**config.mk**
```make
export PLATFORM = sky130hd
export DESIGN_NAME = imm_gen_sequencer_flat
export DESIGN_NICKNAME = d
export VERILOG_FILES = /design/src/rtl/imm_gen_sequencer_if.sv /design/src/rtl/imm_gen_sequencer.sv /design/src/flat_wrapper.sv
export SDC_FILE = /design/constraint.sdc
export NUM_CORES = 1
export LEC_CHECK = 0
export CAP_MARGIN = 0
export CORE_AREA = 2 2 80 82
export DETAILED_ROUTE_END_ITERATION = 8
export DIE_AREA = 0 0 82 84
export GPL_ROUTABILITY_DRIVEN = 1
export MAX_ROUTING_LAYER = met4
export PLACE_DENSITY = 0.71
export SLEW_MARGIN = 20
export SYNTH_ARGS = -nofsm -noshare
export SYNTH_HDL_FRONTEND = slang
export SYNTH_SLANG_ARGS = --single-unit
```
**constraint.sdc**
```tcl
create_clock -name CLK -period 1.4 [get_ports CLK]
set_clock_uncertainty 0.2 [all_clocks]
set_input_delay 0.28 -clock CLK [delete_from_list [all_inputs] [get_ports CLK]]
set_output_delay 0.28 -clock CLK [all_outputs]
set_load 0.01 [all_outputs]
```
**src/rtl/imm_gen_sequencer_if.sv**
```systemverilog
// Purpose: fetch-side and execute-side handshake bundle of the immediate generator.
// Latency: none (wires only).
// Backpressure: InstValid/InstReady upstream, ImmValid/ImmReady downstream.
interface imm_gen_sequencer_if;
    logic [31:0] Instruction;
    logic        InstValid;
    logic        InstReady;
    logic [63:0] BusImm;
    logic [2:0]  ExtCtrl;
    logic        ImmValid;
    logic        ImmReady;
    logic        DecodeErr;

    // Producer of instructions / consumer of immediates (fetch + execute side)
    modport master (
        output Instruction,
        output InstValid,
        output ImmReady,
        input  InstReady,
        input  BusImm,
        input  ExtCtrl,
        input  ImmValid,
        input  DecodeErr
    );

    // The immediate generation stage itself
    modport slave (
        input  Instruction,
        input  InstValid,
        input  ImmReady,
        output InstReady,
        output BusImm,
        output ExtCtrl,
        output ImmValid,
        output DecodeErr
    );
endinterface

```
**src/rtl/imm_gen_sequencer.sv**
```systemverilog
// Purpose: classify instructions and build 64-bit extended immediates; MOVZ shift sequence under IMMSEQ_MOVZ_EN.
// Latency: 1 cycle accept-to-ImmValid; MOVZ with hw=k adds k shift cycles.
// Backpressure: output held while ImmReady=0; InstReady only in IDLE or OUT-with-ImmReady (no InstValid path).
module imm_gen_sequencer (
    input  logic                 CLK,
    input  logic                 resetl,
    imm_gen_sequencer_if.slave   bus
);

    // ExtCtrl encodings
    localparam logic [2:0] EXT_ALU  = 3'b000;
    localparam logic [2:0] EXT_MEM  = 3'b001;
    localparam logic [2:0] EXT_BR   = 3'b010;
    localparam logic [2:0] EXT_CBR  = 3'b011;
`ifdef IMMSEQ_MOVZ_EN
    localparam logic [2:0] EXT_MOVZ = 3'b100;
`endif

    typedef enum logic [1:0] {
        ST_IDLE  = 2'd0,
`ifdef IMMSEQ_MOVZ_EN
        ST_SHIFT = 2'd2,
`endif
        ST_OUT   = 2'd1
    } state_t;

    state_t      state_q, state_d;
    logic [63:0] bus_imm_q, bus_imm_d;
    logic [2:0]  ext_ctrl_q, ext_ctrl_d;
    logic        imm_vld_q, imm_vld_d;
    logic        dec_err_q, dec_err_d;
`ifdef IMMSEQ_MOVZ_EN
    logic [1:0]  cnt_q, cnt_d;
`endif

    // Classification results for the instruction currently on the bus
    logic        cls_known;
    logic [63:0] cls_imm;
    logic [2:0]  cls_ext;
`ifdef IMMSEQ_MOVZ_EN
    logic [1:0]  cls_hw;
`endif

    logic        inst_rdy;
    logic        accept;
    logic        emit;
    logic        load_new;

    // Ready depends only on state and downstream ready, never on InstValid
    assign inst_rdy = (state_q == ST_IDLE) || ((state_q == ST_OUT) && bus.ImmReady);
    assign accept   = bus.InstValid && inst_rdy;
    assign emit     = imm_vld_q && bus.ImmReady;

    // First-match opcode classification and immediate extraction
    always_comb begin
        cls_known = 1'b0;
        cls_imm   = 64'd0;
        cls_ext   = EXT_ALU;
`ifdef IMMSEQ_MOVZ_EN
        cls_hw    = 2'd0;
`endif
        if (bus.Instruction[31:26] == 6'b000101) begin
            cls_known = 1'b1;
            cls_ext   = EXT_BR;
            cls_imm   = {{38{bus.Instruction[25]}}, bus.Instruction[25:0]};
        end else if (bus.Instruction[31:25] == 7'b1011010) begin
            cls_known = 1'b1;
            cls_ext   = EXT_CBR;
            cls_imm   = {{45{bus.Instruction[23]}}, bus.Instruction[23:5]};
        end else if ((bus.Instruction[31:21] == 11'b11111000010) ||
                     (bus.Instruction[31:21] == 11'b11111000000)) begin
            cls_known = 1'b1;
            cls_ext   = EXT_MEM;
            cls_imm   = {{55{bus.Instruction[20]}}, bus.Instruction[20:12]};
        end else if ((bus.Instruction[31:22] == 10'b1001000100) ||
                     (bus.Instruction[31:22] == 10'b1101000100)) begin
            cls_known = 1'b1;
            cls_ext   = EXT_ALU;
            cls_imm   = {52'd0, bus.Instruction[21:10]};
`ifdef IMMSEQ_MOVZ_EN
        end else if (bus.Instruction[31:23] == 9'b110100101) begin
            // Load the raw imm16; the SHIFT state positions it by hw
            cls_known = 1'b1;
            cls_ext   = EXT_MOVZ;
            cls_imm   = {48'd0, bus.Instruction[20:5]};
            cls_hw    = bus.Instruction[22:21];
`endif
        end
    end

    // Next-state and next-output computation for the sequencer
    always_comb begin
        state_d    = state_q;
        bus_imm_d  = bus_imm_q;
        ext_ctrl_d = ext_ctrl_q;
        imm_vld_d  = imm_vld_q;
        dec_err_d  = 1'b0;
`ifdef IMMSEQ_MOVZ_EN
        cnt_d      = cnt_q;
`endif
        load_new   = 1'b0;

        case (state_q)
            ST_IDLE: begin
                load_new = accept;
            end
`ifdef IMMSEQ_MOVZ_EN
            ST_SHIFT: begin
                bus_imm_d = {bus_imm_q[47:0], 16'h0000};
                cnt_d     = cnt_q - 2'd1;
                if (cnt_q == 2'd1) begin
                    state_d   = ST_OUT;
                    imm_vld_d = 1'b1;
                end
            end
`endif
            ST_OUT: begin
                // Without emit everything holds, so the bus is stable under backpressure
                if (emit) begin
                    if (accept) begin
                        load_new = 1'b1;
                    end else begin
                        state_d   = ST_IDLE;
                        imm_vld_d = 1'b0;
                    end
                end
            end
            default: begin
                state_d   = ST_IDLE;
                imm_vld_d = 1'b0;
            end
        endcase

        // Accepted instruction handling, shared by IDLE and back-to-back OUT
        if (load_new) begin
            if (!cls_known) begin
                dec_err_d = 1'b1;
                state_d   = ST_IDLE;
                imm_vld_d = 1'b0;
            end else begin
                bus_imm_d  = cls_imm;
                ext_ctrl_d = cls_ext;
`ifdef IMMSEQ_MOVZ_EN
                if (cls_hw != 2'd0) begin
                    state_d   = ST_SHIFT;
                    imm_vld_d = 1'b0;
                    cnt_d     = cls_hw;
                end else begin
`else
                begin
`endif
                    state_d   = ST_OUT;
                    imm_vld_d = 1'b1;
                end
            end
        end
    end

    // Sequencer state and registered outputs
    always_ff @(posedge CLK or negedge resetl) begin
        if (!resetl) begin
            state_q    <= ST_IDLE;
            bus_imm_q  <= 64'd0;
            ext_ctrl_q <= 3'b000;
            imm_vld_q  <= 1'b0;
            dec_err_q  <= 1'b0;
`ifdef IMMSEQ_MOVZ_EN
            cnt_q      <= 2'd0;
`endif
        end else begin
            state_q    <= state_d;
            bus_imm_q  <= bus_imm_d;
            ext_ctrl_q <= ext_ctrl_d;
            imm_vld_q  <= imm_vld_d;
            dec_err_q  <= dec_err_d;
`ifdef IMMSEQ_MOVZ_EN
            cnt_q      <= cnt_d;
`endif
        end
    end

    assign bus.InstReady = inst_rdy;
    assign bus.BusImm    = bus_imm_q;
    assign bus.ExtCtrl   = ext_ctrl_q;
    assign bus.ImmValid  = imm_vld_q;
    assign bus.DecodeErr = dec_err_q;

endmodule
```
**src/flat_wrapper.sv**
```systemverilog
// flat-port wrapper written by rule: the top's interface ports become plain ports
module imm_gen_sequencer_flat 
  (CLK, resetl, bus_Instruction, bus_InstValid, bus_ImmReady, bus_InstReady, bus_BusImm, bus_ExtCtrl, bus_ImmValid, bus_DecodeErr);
  imm_gen_sequencer_if bus_i ();
  input  logic CLK;
  input  logic resetl;
  input wire logic [$bits(bus_i.Instruction)-1:0] bus_Instruction;
  input wire logic [$bits(bus_i.InstValid)-1:0] bus_InstValid;
  input wire logic [$bits(bus_i.ImmReady)-1:0] bus_ImmReady;
  output wire logic [$bits(bus_i.InstReady)-1:0] bus_InstReady;
  output wire logic [$bits(bus_i.BusImm)-1:0] bus_BusImm;
  output wire logic [$bits(bus_i.ExtCtrl)-1:0] bus_ExtCtrl;
  output wire logic [$bits(bus_i.ImmValid)-1:0] bus_ImmValid;
  output wire logic [$bits(bus_i.DecodeErr)-1:0] bus_DecodeErr;
  assign bus_i.Instruction = bus_Instruction;
  assign bus_i.InstValid = bus_InstValid;
  assign bus_i.ImmReady = bus_ImmReady;
  assign bus_InstReady = bus_i.InstReady;
  assign bus_BusImm = bus_i.BusImm;
  assign bus_ExtCtrl = bus_i.ExtCtrl;
  assign bus_ImmValid = bus_i.ImmValid;
  assign bus_DecodeErr = bus_i.DecodeErr;
  imm_gen_sequencer u_core (.CLK(CLK), .resetl(resetl), .bus(bus_i));
endmodule
```
==> results of run 1 <==
-- metrics by stage --
step	std cells	setup TNS [ns]	area, um2	setup WS, ns
floorplan	201	-19.49	2120	-0.340
global placement	370	-35.67	3210	-0.971
detailed placement	370	-36.24	3210	-0.998
CTS	410	-17.29	3790	-0.342
global route	416	-21.80	3890	-0.380
finish	416	-18.36	3890	-0.330
-- path summary, 6_finish.rpt --
check                                                      start                                end  slack, ns  depth (start not counted)
worst max-delay path                         bus_Instruction[22]  u_core.bus.BusImm[20]$_DFFE_PN0P_      -0.33                          7
worst min-delay path                                bus_ImmReady      u_core.state_q[0]$_DFFE_PN0P_       0.13                          3
worst max register to register     u_core.state_q[0]$_DFFE_PN0P_  u_core.bus.BusImm[20]$_DFFE_PN0P_      -0.31                          6
worst min register to register  u_core.bus.BusImm[5]$_DFFE_PN0P_   u_core.bus.BusImm[5]$_DFFE_PN0P_       0.29                          1
max in group asynchronous                                 resetl  u_core.bus.ExtCtrl[0]$_DFFE_PN0P_       0.68                          2
min in group asynchronous                                 resetl   u_core.bus.BusImm[1]$_DFFE_PN0P_       0.14                          2
-- registers in the layout, indices dropped and copies added (netlist names) --
signal	flops
u_core.bus.BusImm	26
u_core.bus.ExtCtrl	2
u_core.bus.DecodeErr	1
u_core.state_q	1
-- power groups by stage --
stage          Clock (uW)  Sequential [uW]  Combinational [uW]
2_1_floorplan           0             1000                 126
3_3_place_gp            0              978                 479
3_5_place_dp            0              976                 485
4_1_cts               752              961                 505
5_1_grt               787              965                 545
6_report              738              960                 511
-- worst max-delay path: stages --
cell and delay, ns:
buf_8 0.10, nor4b_4 0.30, and2_4 0.21, o21ai_4 0.06, a21o_4 0.28, clkbuf_16 0.17
mux2_4 0.28
-- what timing repair did --
item                       CTS  global route
pin swaps                    9            13
setup buffers               28             5
gates cloned                 6             2
resized for setup          353            63
setup endpoints to repair   99            93
-- final cells by class --
type | count | area (um2) | share of cell area (%)
Sequential cell | 30 | 751 | 19.3
Multi-Input combinational cell | 125 | 1170 | 30.0
Timing Repair Buffer | 176 | 1790 | 45.9
Tap cell | 77 | 96.3 | 2.48
Clock inverter | 1 | 5.00 | 0.129
Clock buffer | 7 | 86.3 | 2.22
-- layer usage --
layer	GRT usage [%]	share of wire (%)	wire, um
met2	33.6	52	3430
met1	22.3	38	2520
met5	-	0	0
met3	4.65	7.9	520
met4	4.55	1.1	74
-- synth_stat cells (all sizes together) --
cell type,count,area [um2]
and4bb,1,16.3
o22ai,8,50.1
nor2,10,37.5
nor3,1,10.0
dfrtp,30,751
and3b,1,8.76
mux2i,8,80.1
a21o,9,67.6
mux2,19,285
nand4,1,12.5
o211ai,1,7.51
a22o,1,8.76
nor4b,3,62.6
o2111ai,1,8.76
o21ai,3,18.8
a21oi,11,58.8
conb,1,3.75
nand2,24,90.1
and3,2,12.5
nand2b,1,6.26
buf,47,360
or2,1,6.26
a22oi,12,95.1
and2,4,27.5
o2bb2ai,1,8.76
-- logic make-up (layout without fill, tap and decap cells) --
family | Yosys count | count (layout) | share of synthesized area (%)
muxes | 27 | 27 | 17.4
AOI/OAI and AO/OA | 47 | 47 | 15.5
DFF | 30 | 30 | 35.8
buffers and inverters | 47 | 184 | 17.2
other | 1 | 1 | 0.179
and+or+nand+nor | 49 | 50 | 13.9
==> flow_summary.yaml, run 1 <==
run_status:
  status: "finished with violations"
  failed_checks: "setup timing"
clock_tree:
  clk_latency_ns: 0.28
  cts_sinks: 30
  clockRootBuffer: "clkbuf_8"
  cts_tree: "yes"
  cts_buffers: 5
  clockBufferDepth: 2
  h-tree-depth: 2
  cts_hold_buffers: 0
  clk_pin_slew_ns: 0.07
drt:
  drt_iter0_markers: 46
  vias: 2025
  ant_nets: 0
  viasPerCell: 4.87
  drt-total-wl_um: 6540
  wl_per_cell_um: 15.7
  firstDrtPassIters: 4
  drc: 0
placed_design:
  hpwl_um: 4110
  gp_congestion: 0.851
  numPortBuffers: 104
power_and_ir_drop:
  power_density_mw_per_mm2: 568
  intPower_uw: 1620
  p_switching_uw: 589
  finalPower_uw: 2210
  ir_worst_vdd_v: 0.000473
  p_sw_share_pct: 26.7
  seqPwrFrac_pct: 43.5
  leakagePower_uw: 0.00199
  clkPwrFrac_pct: 33.4
  power_frac_comb_pct: 23.1
global_routing:
  grt_pass1_wl_um: 10200
  grt_max_degree: 31
  grt_pass1_vias: 2155
  antenna_found_initial: 0
  grt_usage_pct: 19.4
  grt_overflow_total: 0
yosys:
  seq_area_frac_synth_pct: 35.8
  syn_area_mm2: 0.00209
  ys_seq_elements: 30
  yosys_warnings: 0
  synthesis.nets: 237
  syn_area_per_cell_um2: 10.4
  synth_cell_type_count: 32
  synthCells: 201
critical_path:
  worst-endpoint-required_ns: 1.37
  cp_max_fo: 5
  worst_setup_path_start_kind: "input port"
  arrival_ns: 1.70
  end_kind: "register"
  crit_type: "input port to register"
finish:
  antenna_cells: 0
  fill_cells: 484
  final_nets: 374
  drive_above_1_share_pct: 63.4
  mostFrequentLayoutCells: "65 x buf_6, 37 x buf_4, 30 x dfrtp_1"
  final_util_pct: 63.9
  area_delta_synth_final_pct: 85.8
  layout_commonest_cell: "buf_6"
sta:
  maxSlewViolCount: 0
  fmax_ghz: 0.578
  finalCritPeriodShare_pct: 124
  setup_slack_ns: -0.330
  hold_ws_ns: 0.134
  fin_crit_ns: 1.73
  setup_violations: 69
  rsz0062_at_grt: "yes"
  hold_violations: 0
floorplanning:
  core_mm2: 0.00610
  die_width_um: 82
  die_area_mm2: 0.00689
  fp-row-count: 29
  die_h_um: 84
  io_pins: 106
  initial_core_util_pct: 34.4
hold_path:
  hp-class: "input port to register"
flow_run:
  cap_violations: 0
No activity file was read; power rests on OpenSTA's default activity.
==> run 2: changes to the inputs <==
- CORE_AREA: 2 2 80 82 -> 2 2 79 81
- CTS_BUF_LIST: not set -> sky130_fd_sc_hd__clkbuf_4 sky130_fd_sc_hd__clkbuf_8
- CTS_CLUSTER_SIZE: not set -> 12
- DIE_AREA: 0 0 82 84 -> 0 0 81 83
- PLACE_DENSITY: 0.71 -> 0.73
- SLEW_MARGIN: 20 -> not set
==> run 2 against run 1 <==
  * Register-to-register slack better by 0.04 ns
  * Total power down 1.4%
  * Die area down 2.4%
  * Cell count up 0.72%
  * Highest routed layer unchanged
  * Sequential share of layout area up 0.44 points
  * Via count up 1.0%
  * Clock power about the same
  * The flow still finishes with violations (setup timing)
  * First-iteration DRC count up 63%
==> flow_summary.yaml, run 2 (synthesized netlist as in run 1, its figures left out) <==
global_routing:
  grt_max_degree: 31
  grt_usage_pct: 19.0
  grt_pass1_wl_um: 9800
  grt_overflow_total: 0
  antenna_found_initial: 0
  grt_pass1_vias: 1975
sta:
  fin_crit_ns: 1.76
  hold_ws_ns: 0.150
  maxSlewViolCount: 0
  fin_setup_tns_ns: -16.66
  hold_violations: 0
  setup_violations: 70
  finalCritPeriodShare_pct: 126
  rsz0062_at_grt: "yes"
  setup_slack_ns: -0.363
  fmax_ghz: 0.567
drt:
  wl_per_cell_um: 15.6
  vias: 2046
  drc: 0
  ant_nets: 0
  firstDrtPassIters: 4
  drt_iter0_markers: 75
  drt-total-wl_um: 6550
  viasPerCell: 4.88
power_and_ir_drop:
  leakagePower_uw: 0.00197
  power_density_mw_per_mm2: 572
  ir_worst_vdd_v: 0.000574
run_status:
  failed_checks: "setup timing"
  status: "finished with violations"
clock_tree:
  h-tree-depth: 2
  cts_buffers: 5
  cts_sinks: 30
  cts_tree: "yes"
  clockRootBuffer: "clkbuf_8"
  clockBufferDepth: 2
  clk_pin_slew_ns: 0.06
  clk_latency_ns: 0.28
critical_path:
  crit_type: "input port to register"
  cp_max_fo: 5
  cp_slowest_cell: "nor4b_4"
  worst_setup_path_start_kind: "input port"
  path_buf_inv: 4
  r2r-end: "u_core.bus.BusImm[8]$_DFFE_PN0P_"
  crit_chain: "buf_2, nor4b_4, buf_4, o21ai_4, a21o_4, buf_6, buf_12, mux2_4"
  reg2reg_from: "u_core.state_q[0]$_DFFE_PN0P_"
  worst_path_largest_cell_delay_ns: 0.29
  r2r_cells: 6
  arrival_ns: 1.73
  worst-endpoint-required_ns: 1.37
  r2r_setup_slack_ns: -0.27
  critPathTopFamily: "buffers and inverters"
  end_kind: "register"
finish:
  drive_above_1_share_pct: 61.3
  layout_commonest_cell: "buf_6"
  mostFrequentLayoutCells: "66 x buf_6, 38 x buf_4, 29 x dfrtp_1"
  final_nets: 379
  largest_reg_flops: 26
  antenna_cells: 0
  final_util_pct: 65.5
  final_cells: 419
  area_delta_synth_final_pct: 82.0
  fill_cells: 464
placed_design:
  numPortBuffers: 104
  hpwl_um: 4210
  dp_cells: 364
  gp_congestion: 0.832
  post-place-ws_ns: -1.03
floorplanning:
  die_area_mm2: 0.00672
  fp-row-count: 28
  initial_core_util_pct: 36.0
  die_h_um: 83
  core_mm2: 0.00582
  die_width_um: 81
  io_pins: 106
hold_path:
  hp-class: "input port to asynchronous set/reset pin"
flow_run:
  cap_violations: 0
-- run 2: cell types whose count changed in the layout (fill, tap and decap cells not counted), moves of 2 or more --
cell,delta
clkbuf_2,+8
buf_2,-4
o22ai_1,+4
o22ai_2,-4
buf_16,-3
and2_4,-2
dlygate4sd2_1,+2
-- run 2: cell type report --
| type | count | area [um2] | share of cell area [%] |
|---|---|---|---|
| clock buffer | 7 | 90.1 | 2.36 |
| sequential | 30 | 752 | 19.7 |
| clock inverter | 1 | 5.00 | 0.131 |
| timing repair buffer | 181 | 1760 | 46.1 |
| tap | 75 | 93.8 | 2.46 |
| multi-input combinational | 125 | 1110 | 29.2 |
-- run 2: repair_timing --
item	CTS	global route
gates resized for setup	179	221
hold buffers	0	0
cloned	4	4
endpoints found under the setup margin	99	94
buffers inserted	14	27
pin swaps	13	10
-- run 2: per-stage QoR --
stage          total power (uW)  instance area [um2]
4_1_cts                    2180                 3520
2_1_floorplan              1130                 2120
5_1_grt                    2270                 3810
3_5_place_dp               1460                 3200
3_3_place_gp               1460                 3200
6_report                   2180                 3810
-- run 2: worst max-delay path by stage --
stage                        start                           endpoint  cells after the start
6_report       bus_Instruction[26]   u_core.bus.BusImm[8]$_DFFE_PN0P_                      8
5_1_grt        bus_Instruction[22]   u_core.bus.BusImm[8]$_DFFE_PN0P_                      8
4_1_cts        bus_Instruction[29]  u_core.bus.BusImm[22]$_DFFE_PN0P_                      8
3_5_place_dp   bus_Instruction[29]  u_core.bus.BusImm[11]$_DFFE_PN0P_                      7
3_3_place_gp   bus_Instruction[25]   u_core.bus.BusImm[3]$_DFFE_PN0P_                      7
2_1_floorplan  bus_Instruction[29]  u_core.bus.BusImm[62]$_DFFE_PN0P_                      6
-- run 2: routing by layer --
| metal | vias to the layer above | track usage [%] | routed length [um] |
|---|---|---|---|
| li1 | 960 | - | - |
| met1 | 967 | 23.4 | 2420 |
| met2 | 103 | 31.0 | 3410 |
| met3 | 16 | 3.91 | 548 |
| met4 | 0 | 6.01 | 161 |
| met5 | - | - | 0 |
-- run 2: power by group --
part | switching [uW] | internal (uW) | leakage (uW) | total, uW
registers | 38.0 | 926 | 0.000407 | 964
clock network | 325 | 415 | 0.0000517 | 740
logic | 203 | 272 | 0.00151 | 475
total | 566 | 1610 | 0.00197 | 2180
